==> config.mk <==
export PLATFORM = sky130hd
export DESIGN_NAME = reg_access_agent
export DESIGN_NICKNAME = d
export VERILOG_FILES = /design/src/rtl/reg_access_agent.sv
export SDC_FILE = /design/constraint.sdc
export NUM_CORES = 1
export LEC_CHECK = 0
export CAP_MARGIN = 20
export CORE_AREA = 2 2 139 141
export DETAILED_ROUTE_END_ITERATION = 10
export DIE_AREA = 0 0 141 143
export PLACE_DENSITY = 0.68
export SKIP_LAST_GASP = 1
export SYNTH_ARGS = -nofsm -noshare
export SYNTH_HDL_FRONTEND = slang
export SYNTH_SLANG_ARGS = --single-unit
==> constraint.sdc <==
create_clock -name clk -period 2 [get_ports clk]
set_input_delay 0.5 -clock clk [delete_from_list [all_inputs] [get_ports clk]]
set_output_delay 0.5 -clock clk [all_outputs]
set_load 0.005 [all_outputs]
==> src/rtl/reg_access_agent.sv <==
// ---------------------------------------------------------------------------
// reg_access_agent
//
// Issue-slot client of the locking physical register file. For each accepted
// instruction it locks rs/rt (read ports 0/1) and rd (write port 2), captures
// the source operands as their grants arrive, hands them to execution, takes
// the result back, commits it to rd and finally releases every held lock.
// One instruction is in flight at a time.
//
// Optional build macro: REG_AGENT_TIMEOUT_EN
//   When defined, adds a saturating watchdog on the acquire phase and the
//   sticky output timeout_err. The FSM never aborts on timeout.
//
// Ports
//   clk, rst_n              clock, asynchronous active-low reset
//   issue_*                 issue command (valid/ready, id, enables, addresses)
//   port_addr/req_*/...     per-port request side towards the register file
//                           (index 0 = rs read, 1 = rt read, 2 = rd write)
//   port_rdata_in/grant_in  per-port read data and grant from the register file
//   op_valid/op_ready/op_a/op_b   operand handoff to execution
//   res_valid/res_ready/res_data  result from execution
//   busy                    agent is not idle
//   timeout_err             (REG_AGENT_TIMEOUT_EN only) acquire watchdog fired
// ---------------------------------------------------------------------------
module reg_access_agent #(
    parameter  int NUM_PHY_REGS   = 32,
    parameter  int ID_WIDTH       = 4,
    parameter  int TIMEOUT_CYCLES = 1024,
    localparam int AW             = $clog2(NUM_PHY_REGS)
) (
    input  logic                     clk,
    input  logic                     rst_n,

    input  logic                     issue_valid,
    output logic                     issue_ready,
    input  logic [ID_WIDTH-1:0]      issue_id,
    input  logic                     issue_rs_en,
    input  logic                     issue_rt_en,
    input  logic                     issue_rd_en,
    input  logic [AW-1:0]            issue_rs_addr,
    input  logic [AW-1:0]            issue_rt_addr,
    input  logic [AW-1:0]            issue_rd_addr,

    output logic [2:0][AW-1:0]       port_addr,
    output logic [2:0]               port_req_read,
    output logic [2:0]               port_req_write,
    output logic [2:0]               port_write_commit,
    output logic [2:0][ID_WIDTH-1:0] port_issue_id,
    output logic [2:0]               port_release,
    output logic [2:0][31:0]         port_wdata,
    input  logic [2:0][31:0]         port_rdata_in,
    input  logic [2:0]               port_grant_in,

    output logic                     op_valid,
    input  logic                     op_ready,
    output logic [31:0]              op_a,
    output logic [31:0]              op_b,

    input  logic                     res_valid,
    output logic                     res_ready,
    input  logic [31:0]              res_data,

    output logic                     busy
`ifdef REG_AGENT_TIMEOUT_EN
    ,
    output logic                     timeout_err
`endif
);

    typedef enum logic [2:0] {
        S_IDLE,
        S_ACQUIRE,
        S_DISPATCH,
        S_WAIT_RES,
        S_COMMIT,
        S_RELEASE
    } state_t;

    state_t                     state_q, state_d;

    logic [ID_WIDTH-1:0]        id_q;
    logic [2:0]                 en_q;       // {rd, rt, rs}
    logic [2:0][AW-1:0]         addr_q;
    logic [2:0]                 granted_q;  // sticky: first grant seen per port
    logic [31:0]                op_a_q;
    logic [31:0]                op_b_q;
    logic [31:0]                res_q;

    logic                       accept;
    logic                       all_granted;

    // Port 2 is write-only; its read data is never consumed.
    logic                       unused_rdata;
    assign unused_rdata = ^port_rdata_in[2];

    assign accept = (state_q == S_IDLE) && issue_valid;

    // A port counts as satisfied if it is disabled, was granted earlier, or is
    // being granted right now (so ACQUIRE can finish in a single cycle).
    assign all_granted = &(granted_q | port_grant_in | ~en_q);

    // ---- state register ---------------------------------------------------
    always_ff @(posedge clk or negedge rst_n) begin
        if (!rst_n) begin
            state_q <= S_IDLE;
        end else begin
            state_q <= state_d;
        end
    end

    // ---- next state and outputs (decoded from registered state only) ------
    always_comb begin
        state_d           = state_q;
        issue_ready       = 1'b0;
        op_valid          = 1'b0;
        res_ready         = 1'b0;
        port_req_read     = '0;
        port_req_write    = '0;
        port_write_commit = '0;
        port_release      = '0;
        port_addr         = '0;
        port_wdata        = '0;
        port_issue_id     = {3{id_q}};
        busy              = (state_q != S_IDLE);

        case (state_q)
            S_IDLE: begin
                issue_ready = 1'b1;
                if (issue_valid) begin
                    state_d = S_ACQUIRE;
                end
            end
            S_ACQUIRE: begin
                if (all_granted) begin
                    state_d = S_DISPATCH;
                end
            end
            S_DISPATCH: begin
                op_valid = 1'b1;
                if (op_ready) begin
                    state_d = S_WAIT_RES;
                end
            end
            S_WAIT_RES: begin
                res_ready = 1'b1;
                if (res_valid) begin
                    state_d = en_q[2] ? S_COMMIT : S_RELEASE;
                end
            end
            S_COMMIT: begin
                port_write_commit[2] = 1'b1;
                state_d              = S_RELEASE;
            end
            S_RELEASE: begin
                port_release = en_q;
                state_d      = S_IDLE;
            end
            default: begin
                state_d = S_IDLE;
            end
        endcase

        // Locks are held from ACQUIRE through RELEASE inclusive.
        if (state_q != S_IDLE) begin
            port_req_read[0]  = en_q[0];
            port_req_read[1]  = en_q[1];
            port_req_write[2] = en_q[2];
            for (int p = 0; p < 3; p++) begin
                port_addr[p] = en_q[p] ? addr_q[p] : '0;
            end
        end
        port_wdata[2] = res_q;
    end

    // ---- command latch, grant tracking and operand/result capture ---------
    always_ff @(posedge clk or negedge rst_n) begin
        if (!rst_n) begin
            id_q      <= '0;
            en_q      <= '0;
            addr_q    <= '0;
            granted_q <= '0;
            op_a_q    <= '0;
            op_b_q    <= '0;
            res_q     <= '0;
        end else begin
            if (accept) begin
                id_q      <= issue_id;
                en_q      <= {issue_rd_en, issue_rt_en, issue_rs_en};
                addr_q[0] <= issue_rs_addr;
                addr_q[1] <= issue_rt_addr;
                addr_q[2] <= issue_rd_addr;
                granted_q <= '0;
                // Disabled operands must read as zero.
                op_a_q    <= '0;
                op_b_q    <= '0;
            end

            // Only the first grant on each port matters; read data is taken
            // in that same cycle and later grant drops are ignored.
            if (state_q == S_ACQUIRE) begin
                if (en_q[0] && port_grant_in[0] && !granted_q[0]) begin
                    granted_q[0] <= 1'b1;
                    op_a_q       <= port_rdata_in[0];
                end
                if (en_q[1] && port_grant_in[1] && !granted_q[1]) begin
                    granted_q[1] <= 1'b1;
                    op_b_q       <= port_rdata_in[1];
                end
                if (en_q[2] && port_grant_in[2] && !granted_q[2]) begin
                    granted_q[2] <= 1'b1;
                end
            end

            if ((state_q == S_WAIT_RES) && res_valid) begin
                res_q <= res_data;
            end
        end
    end

    assign op_a = op_a_q;
    assign op_b = op_b_q;

`ifdef REG_AGENT_TIMEOUT_EN
    localparam int CW = $clog2(TIMEOUT_CYCLES + 1);

    // wait_cnt_q holds the ordinal of the ACQUIRE cycle in progress, so the
    // error becomes visible during the TIMEOUT_CYCLES-th waiting cycle.
    logic [CW-1:0] wait_cnt_q;
    logic          timeout_q;

    function automatic logic [CW-1:0] sat_inc(input logic [CW-1:0] v);
        return (v >= CW'(TIMEOUT_CYCLES)) ? v : v + 1'b1;
    endfunction

    always_ff @(posedge clk or negedge rst_n) begin
        if (!rst_n) begin
            wait_cnt_q <= '0;
            timeout_q  <= 1'b0;
        end else begin
            if (accept) begin
                wait_cnt_q <= CW'(1);
            end else if (state_q == S_ACQUIRE) begin
                wait_cnt_q <= sat_inc(wait_cnt_q);
                if (sat_inc(wait_cnt_q) >= CW'(TIMEOUT_CYCLES)) begin
                    timeout_q <= 1'b1;
                end
            end
        end
    end

    assign timeout_err = timeout_q;
`endif

endmodule
==> results.md <==
* IO Pins at 361
* FF+latch count, synth at 124
* Die area at 20,200 sq um
* Reg power frac at 33.5%
* Post-DP HPWL at 10.8 mm
* Gate power share at 43.9%
* Iter 0 DRT Violations at 145
* Slew Limit Fails at 0
* RSZ-0062 raised after global routing: true
* Placed cell areas at 8070 sq um
* # DRC at 0
* Worst Setup End Kind: primary output
* Non-Filler Cell Area, Final at 8700 sq um
* # rows at 50
* Cells along the critical path: buf_6 > nor3_4 > buf_12 > buf_8 > inv_6 > and3_1 > buf_2
* Critical Path RT at 1500 ps
* Setup crit start kind: flop
* Tot GR Track Use at 15.2%
* Port Buf Inserts at 259
* P_int at 9.22 mW
* Ant. Diodes at 0
* Post-Syn Area at 5500 sq um
* CTS Buf Count at 17
* Worst-Skew Late Latency at 420 ps
* Final WS setup at -187 ps
* Synth-to-Final Area Change at 58.3%
* Family with the most delay on the worst path: buffers and inverters
* Final setup vio count at 19
* Fmax at 457 MHz
* Seq/Total Area, Yosys at 56.5%
* Largest area contributor in the netlist: dfrtp_1
* Mapped Cells at 451
* VDD IR max at 0.686 mV
* Worst Clk Skew at 11.1 ps
* Core ar. at 18,600 sq um
* GPL Wtd Cong at 0.737
* Total grt overflow at 0
* Run status: finished, violations left
* CP Class: reg -> out
* Final min period at 2190 ps
* Async SR Flop Fraction at 100%
* Clock Power Share at 22.6%
* Net load switching power at 4.15 mW
* Die Width at 141 um
* Worst-path maximum fanout at 9
* Warnings from Yosys at 0
* Number of antenna violations at the first check in global routing at 0
* Clock transition at the registers of the reported paths at 60 ps
* Synth top area share at 56.5%
* CP max stage delay at 390 ps
* Layout cell share with drive strength beyond 1 at 18.2%
* Drt via density at 4.30
* CTS tree: done
* Clock Sinks at 124
* Slowest-stage cell, CP: dfrtp_1
* Leakage Power at 4.11 nW
* HP Class: reg -> reg
* WP buf/inv at 5
* DR pass1 iterations at 4
* Final hold slack at 470 ps
* RR Startpoint: state_q[0]
* Post-DRT Antenna Nets at 0
* Final hold vios at 0
* Clock buffer depth at 2
* Highest-count cells in the layout ignoring fill and taps: clkdlybuf4s50_1 (232), dfrtp_1 (123), nand2_1 (71)
* Routed WL per cell at 15.8 um
* Most area-consuming cells after synthesis: dfrtp_1 (56%), buf_4 (11%), a22o_1 (10%)
* Violated checks: setup timing
* Setup crit start: state_q[1]
* Vias in the first global route at 4,284
* Routed wire length at 15.3 mm
* Root Buffer: clkbuf_16
* Sw frac at 31.0%
* Routed vias at 4,170
* Top_reg_cell synth: dfrtp_1
* Largest net degree at the start of global routing at 52
* Htree depth at 4
* Number of synthesized flops with an enable pin at 0
* Max_cap viols at 0
* Synth unique cells at 34
* Commonest non-fill, non-tap cell in the layout: clkdlybuf4s50_1
* Fin crit share at 109%
* Initial core utilization at 29.6%
* Die Height at 143 um
* Power Density at 1540 nW/um^2
* Avg Inst Size Synth at 12.2 sq um
* First-pass GRT wire length at 23.5 mm
* HP Start: addr_q[7]
* Final net count at 881
* Critical path arrival at 1690 ps
* Pre-CTS WS at -26.5 ps
[layout make-up]
| cell class | count | area [sq um] |
|---|---|---|
| clock inverters | 15 | 153 |
| well taps | 234 | 293 |
| multi-input cells | 290 | 1900 |
| flip-flops and latches | 124 | 3100 |
| fillers | 1704 | 9880 |
| clock buffers | 17 | 425 |
| repair inverters | 2 | 17.5 |
| repair buffers | 287 | 2800 |
| inverters | 1 | 11.3 |
[metrics by stage]
stage	setup TNS [ps]	std cells	utilization, %	total power [mW]
floorplan	0	519	-	6.93
CTS	-5110	966	46.6	13.3
global placement	-64.7	930	43.4	10.2
global route	-4980	970	46.8	14.3
finish	-2810	970	46.8	13.4
detailed placement	-242	930	43.4	10.2
[worst min-delay path, delay by kind of cell, from the launching register on]
family	cells	cell delay, ps
flip-flops	1	330
AND/OR/NAND/NOR	2	100
[synth_stat cells (2+ instances only)]
cell	count
nor2_1	6
nand2_1	71
mux2_2	32
nor2_8	2
buf_4	84
and3_1	18
nand2b_1	2
buf_6	11
a21o_1	2
nor3b_1	2
clkbuf_1	4
buf_2	5
dfrtp_1	124
o21ai_0	2
and2_1	4
a22o_1	64
[logic make-up (layout without fill, tap and decap cells)]
kind of cell / after synthesis / in the layout / synth area share [%]
other cells: 1 / 69 / 0.0682
buf+inv: 105 / 322 / 14.5
flops: 124 / 124 / 56.5
compound gates: 71 / 71 / 11.2
simple gates: 117 / 117 / 11.0
mux: 33 / 33 / 6.74
[final timing paths]
check | endpoint | slack [ps] | depth (start not counted)
max | port_addr[0] | -190 | 7
min | addr_q[7] | 470 | 2
max reg2reg | op_b[22] | 130 | 6
min reg2reg | addr_q[7] | 470 | 2
max in group asynchronous | op_a[27] | 930 | 3
min in group asynchronous | op_b[9] | 500 | 2
[sequential cells by signal, indices dropped and copies added, names as in the netlist]
register / count
addr_q: 15
en_q: 3
granted_q: 3
id_q: 4
op_a: 32
op_b: 32
res_q: 32
state_q: 3
[power by group through the flow]
stage                     clock network, mW  logic [mW]  registers, mW
after floorplan                           0        2.44           4.50
after global placement                    0        5.68           4.48
after detailed placement                  0        5.73           4.49
after CTS                              3.13        5.68           4.48
after global routing                   3.27        6.38           4.65
final                                  3.03        5.86           4.48
[metal layers]
layer	track usage, %	wire [um]	up-vias
met3	6.54	1340	10
met2	23.7	7170	206
li1	-	-	1959
met5	0	0	-
met1	18.8	6540	1995
met4	5.21	226	0
[repair_timing]
item | in CTS | in global routing
pin swaps | 2 | 2
gates resized for setup | 45 | 62
cloned | 0 | 2
hold buffers | 1 | 0
endpoints found under the hold margin | 13 | 0
endpoints found under the setup margin | 26 | 52
setup buffers | 4 | 4
No activity file was read; power rests on OpenSTA's default activity.
==> patch 1 (config.mk and constraints unchanged) <==
The parameter `NUM_PHY_REGS` goes from 32 to 64.
--- a/src/rtl/reg_access_agent.sv
+++ b/src/rtl/reg_access_agent.sv
@@ -25,3 +25,3 @@
 module reg_access_agent #(
-    parameter  int NUM_PHY_REGS   = 32,
+    parameter  int NUM_PHY_REGS   = 64,
     parameter  int ID_WIDTH       = 4,
Ports: changed (resized issue_rd_addr, issue_rs_addr, issue_rt_addr and port_addr); port bits go from 361 to 367. The function was not compared with the original's and may differ.
==> patch 1 against the original RTL <==
  * The flow still finishes with violations (negative setup slack)
  * Critical path depth decreased by 1
  * Critical endpoint is now port_addr[14]
  * Largest power group unchanged
  * Wire length increased by 13%
  * Power increased by 7.9%
  * Non-clock buffer count increased by 29
  * Maximum frequency decreased by 2.3%
  * Synthesized area increased by 1.6%
  * Sequential cell count increased by 3
  * Worst setup slack got worse by 51 ps
  * Worst hold slack got worse by 26 ps
  * Global-route usage increased by 1.5 points
  * Final area increased by 9.6%
==> patch 1: results (changes against the original RTL) <==
[status]
outcome=finished, violations left
violations=negative setup slack

[power_and_ir_drop]
leakagePower_nw=4.30  ; +4.8%
irDropWorstVdd_mv=0.762  ; +11%

[finish]
nFillCells=1587  ; -6.9%
final_nets=879  ; -0.23%

[placed_design]
portBuffers=265  ; +2.3%
hpwl_um=11300  ; +5.4%
place_area_um2=8260  ; +2.4%
gp_congestion=0.779  ; +5.7%
dp_slack_ps=-360  ; -334 ps
dp.cells=899  ; -3.3%

[logic_synthesis]
synthCells=413  ; -8.4%
synth_cell_type_count=29  ; -15%
yosysSeqAreaShare=0.569  ; +0.00472

[worst_setup_path]
critPathMaxFanout=4  ; -5
worstPathArrival_ps=1740  ; +50 ps
crit_start=state_q[2]$_DFFE_PN0P_

[worst_hold_path]
min_path_type=in2async

[routing]
wl_per_cell_um=17.9  ; +14%

[timing]
fin_tns_setup_ps=-6210  ; -3400 ps
worst_slack_ps=-238  ; -51.2 ps
finalSetupViolCount=92  ; +73

[global_route]
grt_pass1_wl_um=25900  ; +10%
grt.total_usage=0.166  ; +0.0149

## patch 1: path summary, 6_finish.rpt
| check | to | slack (ps) | cells past startpoint |
|---|---|---|---|
| hold / removal | res_q[13]$_DFFE_PN0P_ | 440 | 2 |
| max in group asynchronous | op_a[25]$_DFF_PN0_ | 990 | 3 |
| setup / recovery | port_addr[14] | -240 | 6 |
| min in group clk | addr_q[6]$_DFFE_PN0P_ | 490 | 1 |
| hold reg to reg | addr_q[6]$_DFFE_PN0P_ | 490 | 1 |
| setup reg to reg | en_q[2]$_DFFE_PN0P_ | -50 | 9 |
## patch 1: kinds of logic after synthesis
| kind of cell | share of synthesized area |
|---|---|
| simple gates | 0.0549 |
| buf+inv | 0.139 |
| compound gates | 0.121 |
| mux | 0.115 |
| other cells | 0.000672 |
| flops | 0.569 |
## patch 1: what timing repair did
action	in CTS	in global routing
pin swaps	12	2
endpoints found under the hold margin	2	0
buffers inserted	17	11
gates cloned	5	2
gates resized for setup	147	43
setup endpoints to repair	71	111
hold buffers	1	0
## patch 1: routing by layer
metal	wire (µm)	GRT usage	up-vias
met4	301	0.0547	0
met2	8860	0.290	230
met3	1640	0.0721	22
met5	0	0	-
met1	6510	0.183	2148
li1	-	-	1946
## patch 1: power breakdown
group / switching, mW / total, mW / leakage [nW] / internal (mW)
sequential: 0.702 / 4.30 / 1.62 / 3.60
combinational: 2.42 / 6.79 / 2.37 / 4.37
clock: 1.13 / 3.32 / 0.311 / 2.19
total: 4.26 / 14.4 / 4.30 / 10.2
## patch 1: layout make-up
type,count,area [µm²],area share
timing repair buffer,316,3320,0.348
clock buffer,23,478,0.0501
inverter,6,30.0,0.00315
timing repair inverter,2,15.0,0.00158
tap,234,293,0.0307
multi-input combinational,248,2060,0.217
sequential,127,3180,0.334
clock inverter,9,156,0.0164
==> patch 2 (config.mk and constraints unchanged) <==
Without the edit above. The 6 states of `state_t` get a Gray code encoding in 3 bits.
--- a/src/rtl/reg_access_agent.sv
+++ b/src/rtl/reg_access_agent.sv
@@ -70,8 +70,8 @@
     typedef enum logic [2:0] {
-        S_IDLE,
-        S_ACQUIRE,
-        S_DISPATCH,
-        S_WAIT_RES,
-        S_COMMIT,
-        S_RELEASE
+        S_IDLE     = 3'b000,
+        S_ACQUIRE  = 3'b001,
+        S_DISPATCH = 3'b011,
+        S_WAIT_RES = 3'b010,
+        S_COMMIT   = 3'b110,
+        S_RELEASE  = 3'b111
     } state_t;
Check against the original RTL: same outputs for any inputs over 10 cycles, from zero or initial values and one cycle with rst_n low; not proved beyond that.
==> patch 2 against the original RTL <==
  * The run still ends with negative setup slack left
  * Synthesized cell count up 17%
  * Final area up 10%
  * Global-route usage up 0.66 points
  * Synthesized area rose by 9.2%
  * Core utilization up 4.8 points
  * Sequential cell count unchanged
  * Clock skew fell by 1.8 ps
  * Wire length increased by 2.6%
  * Worst setup slack worse by 110 ps
  * Combinational power increased by 2%
  * Power up 2.7%
  * Largest power group unchanged
==> patch 2: results (changes against the original RTL) <==
[status]
outcome=finished, violations left
violations=negative setup slack

[routing]
routed_wl_um=15700  ; +2.6%
wl_met3_um=1250  ; -7.1%
vias=4433  ; +6.3%
drtIter0Drc=96  ; -34%
top_layer=met5
met1Wirelength_um=6280  ; -4.0%
wl_met2_um=7800  ; +8.8%

[worst_setup_path]
crit_family=simple AND/OR/NAND/NOR gates
crit_start=state_q[0]$_DFFE_PN0P_
max_stage_delay_ps=450  ; +60 ps
critPathMaxFanout=5  ; -4
worstPathArrival_ps=1790  ; +100 ps
cpMaxStageDelayCell=or3_4
r2r_cells=6  ; unchanged
cp-endpoint=port_addr[10]
timing.rr.end=res_q[16]$_DFFE_PN0P_
r2r_slack_ps=160  ; +30 ps

[global_route]
grt_max_degree=37  ; -29%
antenna_found_initial=1  ; +1
met1_usage=0.180  ; -0.00842
grt_use_met2=0.266  ; +0.0288
grt_pass1_wl_um=24600  ; +4.7%
use_met3=0.0667  ; +0.00134
grt.total_usage=0.158  ; +0.00656
grt_pass1_vias=4575  ; +6.8%

[finish]
antennaDiodeCount=0  ; unchanged
final_nets=968  ; +9.9%
nFillCells=1649  ; -3.2%
instances_no_fill=1056  ; +8.9%
drive_gt1_frac=0.210  ; +0.0284

[power_and_ir_drop]
leakagePower_nw=4.48  ; +9.2%
irDropWorstVdd_mv=0.752  ; +9.7%

[logic_synthesis]
yosys-top-cells-area=dfrtp_1 (52%), mux2i_1 (11%), buf_4 (9.6%)
synth_common_cells=dfrtp_1 (124), buf_4 (77), inv_1 (69), nand2_1 (65), mux2i_1 (64)
synthCells=529  ; +17%
yosysSeqAreaShare=0.517  ; -0.0478
synth_cell_type_count=29  ; -15%

[clock_network]
cts.path.max_buffers=2  ; unchanged
numCtsBuffers=17  ; unchanged
cts.clk_slew.worst_paths_ps=60  ; about the same
cts_root_buf=clkbuf_16

[placed_design]
portBuffers=259  ; unchanged
dp.cells=1017  ; +9.4%
dp_slack_ps=-142  ; -115 ps
place_area_um2=8810  ; +9.2%
gp_congestion=0.736  ; -0.15%
hpwl_um=11800  ; +9.4%

[timing]
finClkSkew_ps=9.33  ; -1.80 ps
slew_headroom=0.614
finalSetupViolCount=23  ; +4
worst_slack_ps=-293  ; -106 ps
hold_ws_ps=93.2  ; -377 ps
fin_tns_setup_ps=-4780  ; -1970 ps
period_share=1.15  ; +0.0529

[worst_hold_path]
min_path_type=in2async

[job]
cap_violations=0  ; unchanged

[patch 2: final cells by class]
cell class	instances	area, µm²	share of cell area
clock buffer	18	429	0.0447
clock inverter	13	191	0.0200
inverter	69	262	0.0273
multi-input combinational	301	2240	0.233
sequential	124	3110	0.324
tap	234	293	0.0305
timing repair buffer	297	3070	0.320
[patch 2: cell families after synthesis]
kind of cell | Yosys count | synth area share
buf+inv | 172 | 0.167
mux | 118 | 0.222
flops | 124 | 0.517
compound gates | 9 | 0.0110
other cells | 1 | 0.000625
simple gates | 105 | 0.0827
[patch 2: where the power goes]
group | internal (mW) | leakage, nW | switching, mW
logic | 3.98 | 2.61 | 2.00
clock network | 2.09 | 0.293 | 1.16
registers | 3.75 | 1.58 | 0.747
[patch 2: timing repair]
action | CTS | global route
pin swaps | 4 | 1
gates cloned | 2 | 0
gates resized for setup | 122 | 12
setup buffers | 6 | 1
hold buffers | 0 | 0
endpoints found under the setup margin | 26 | 25
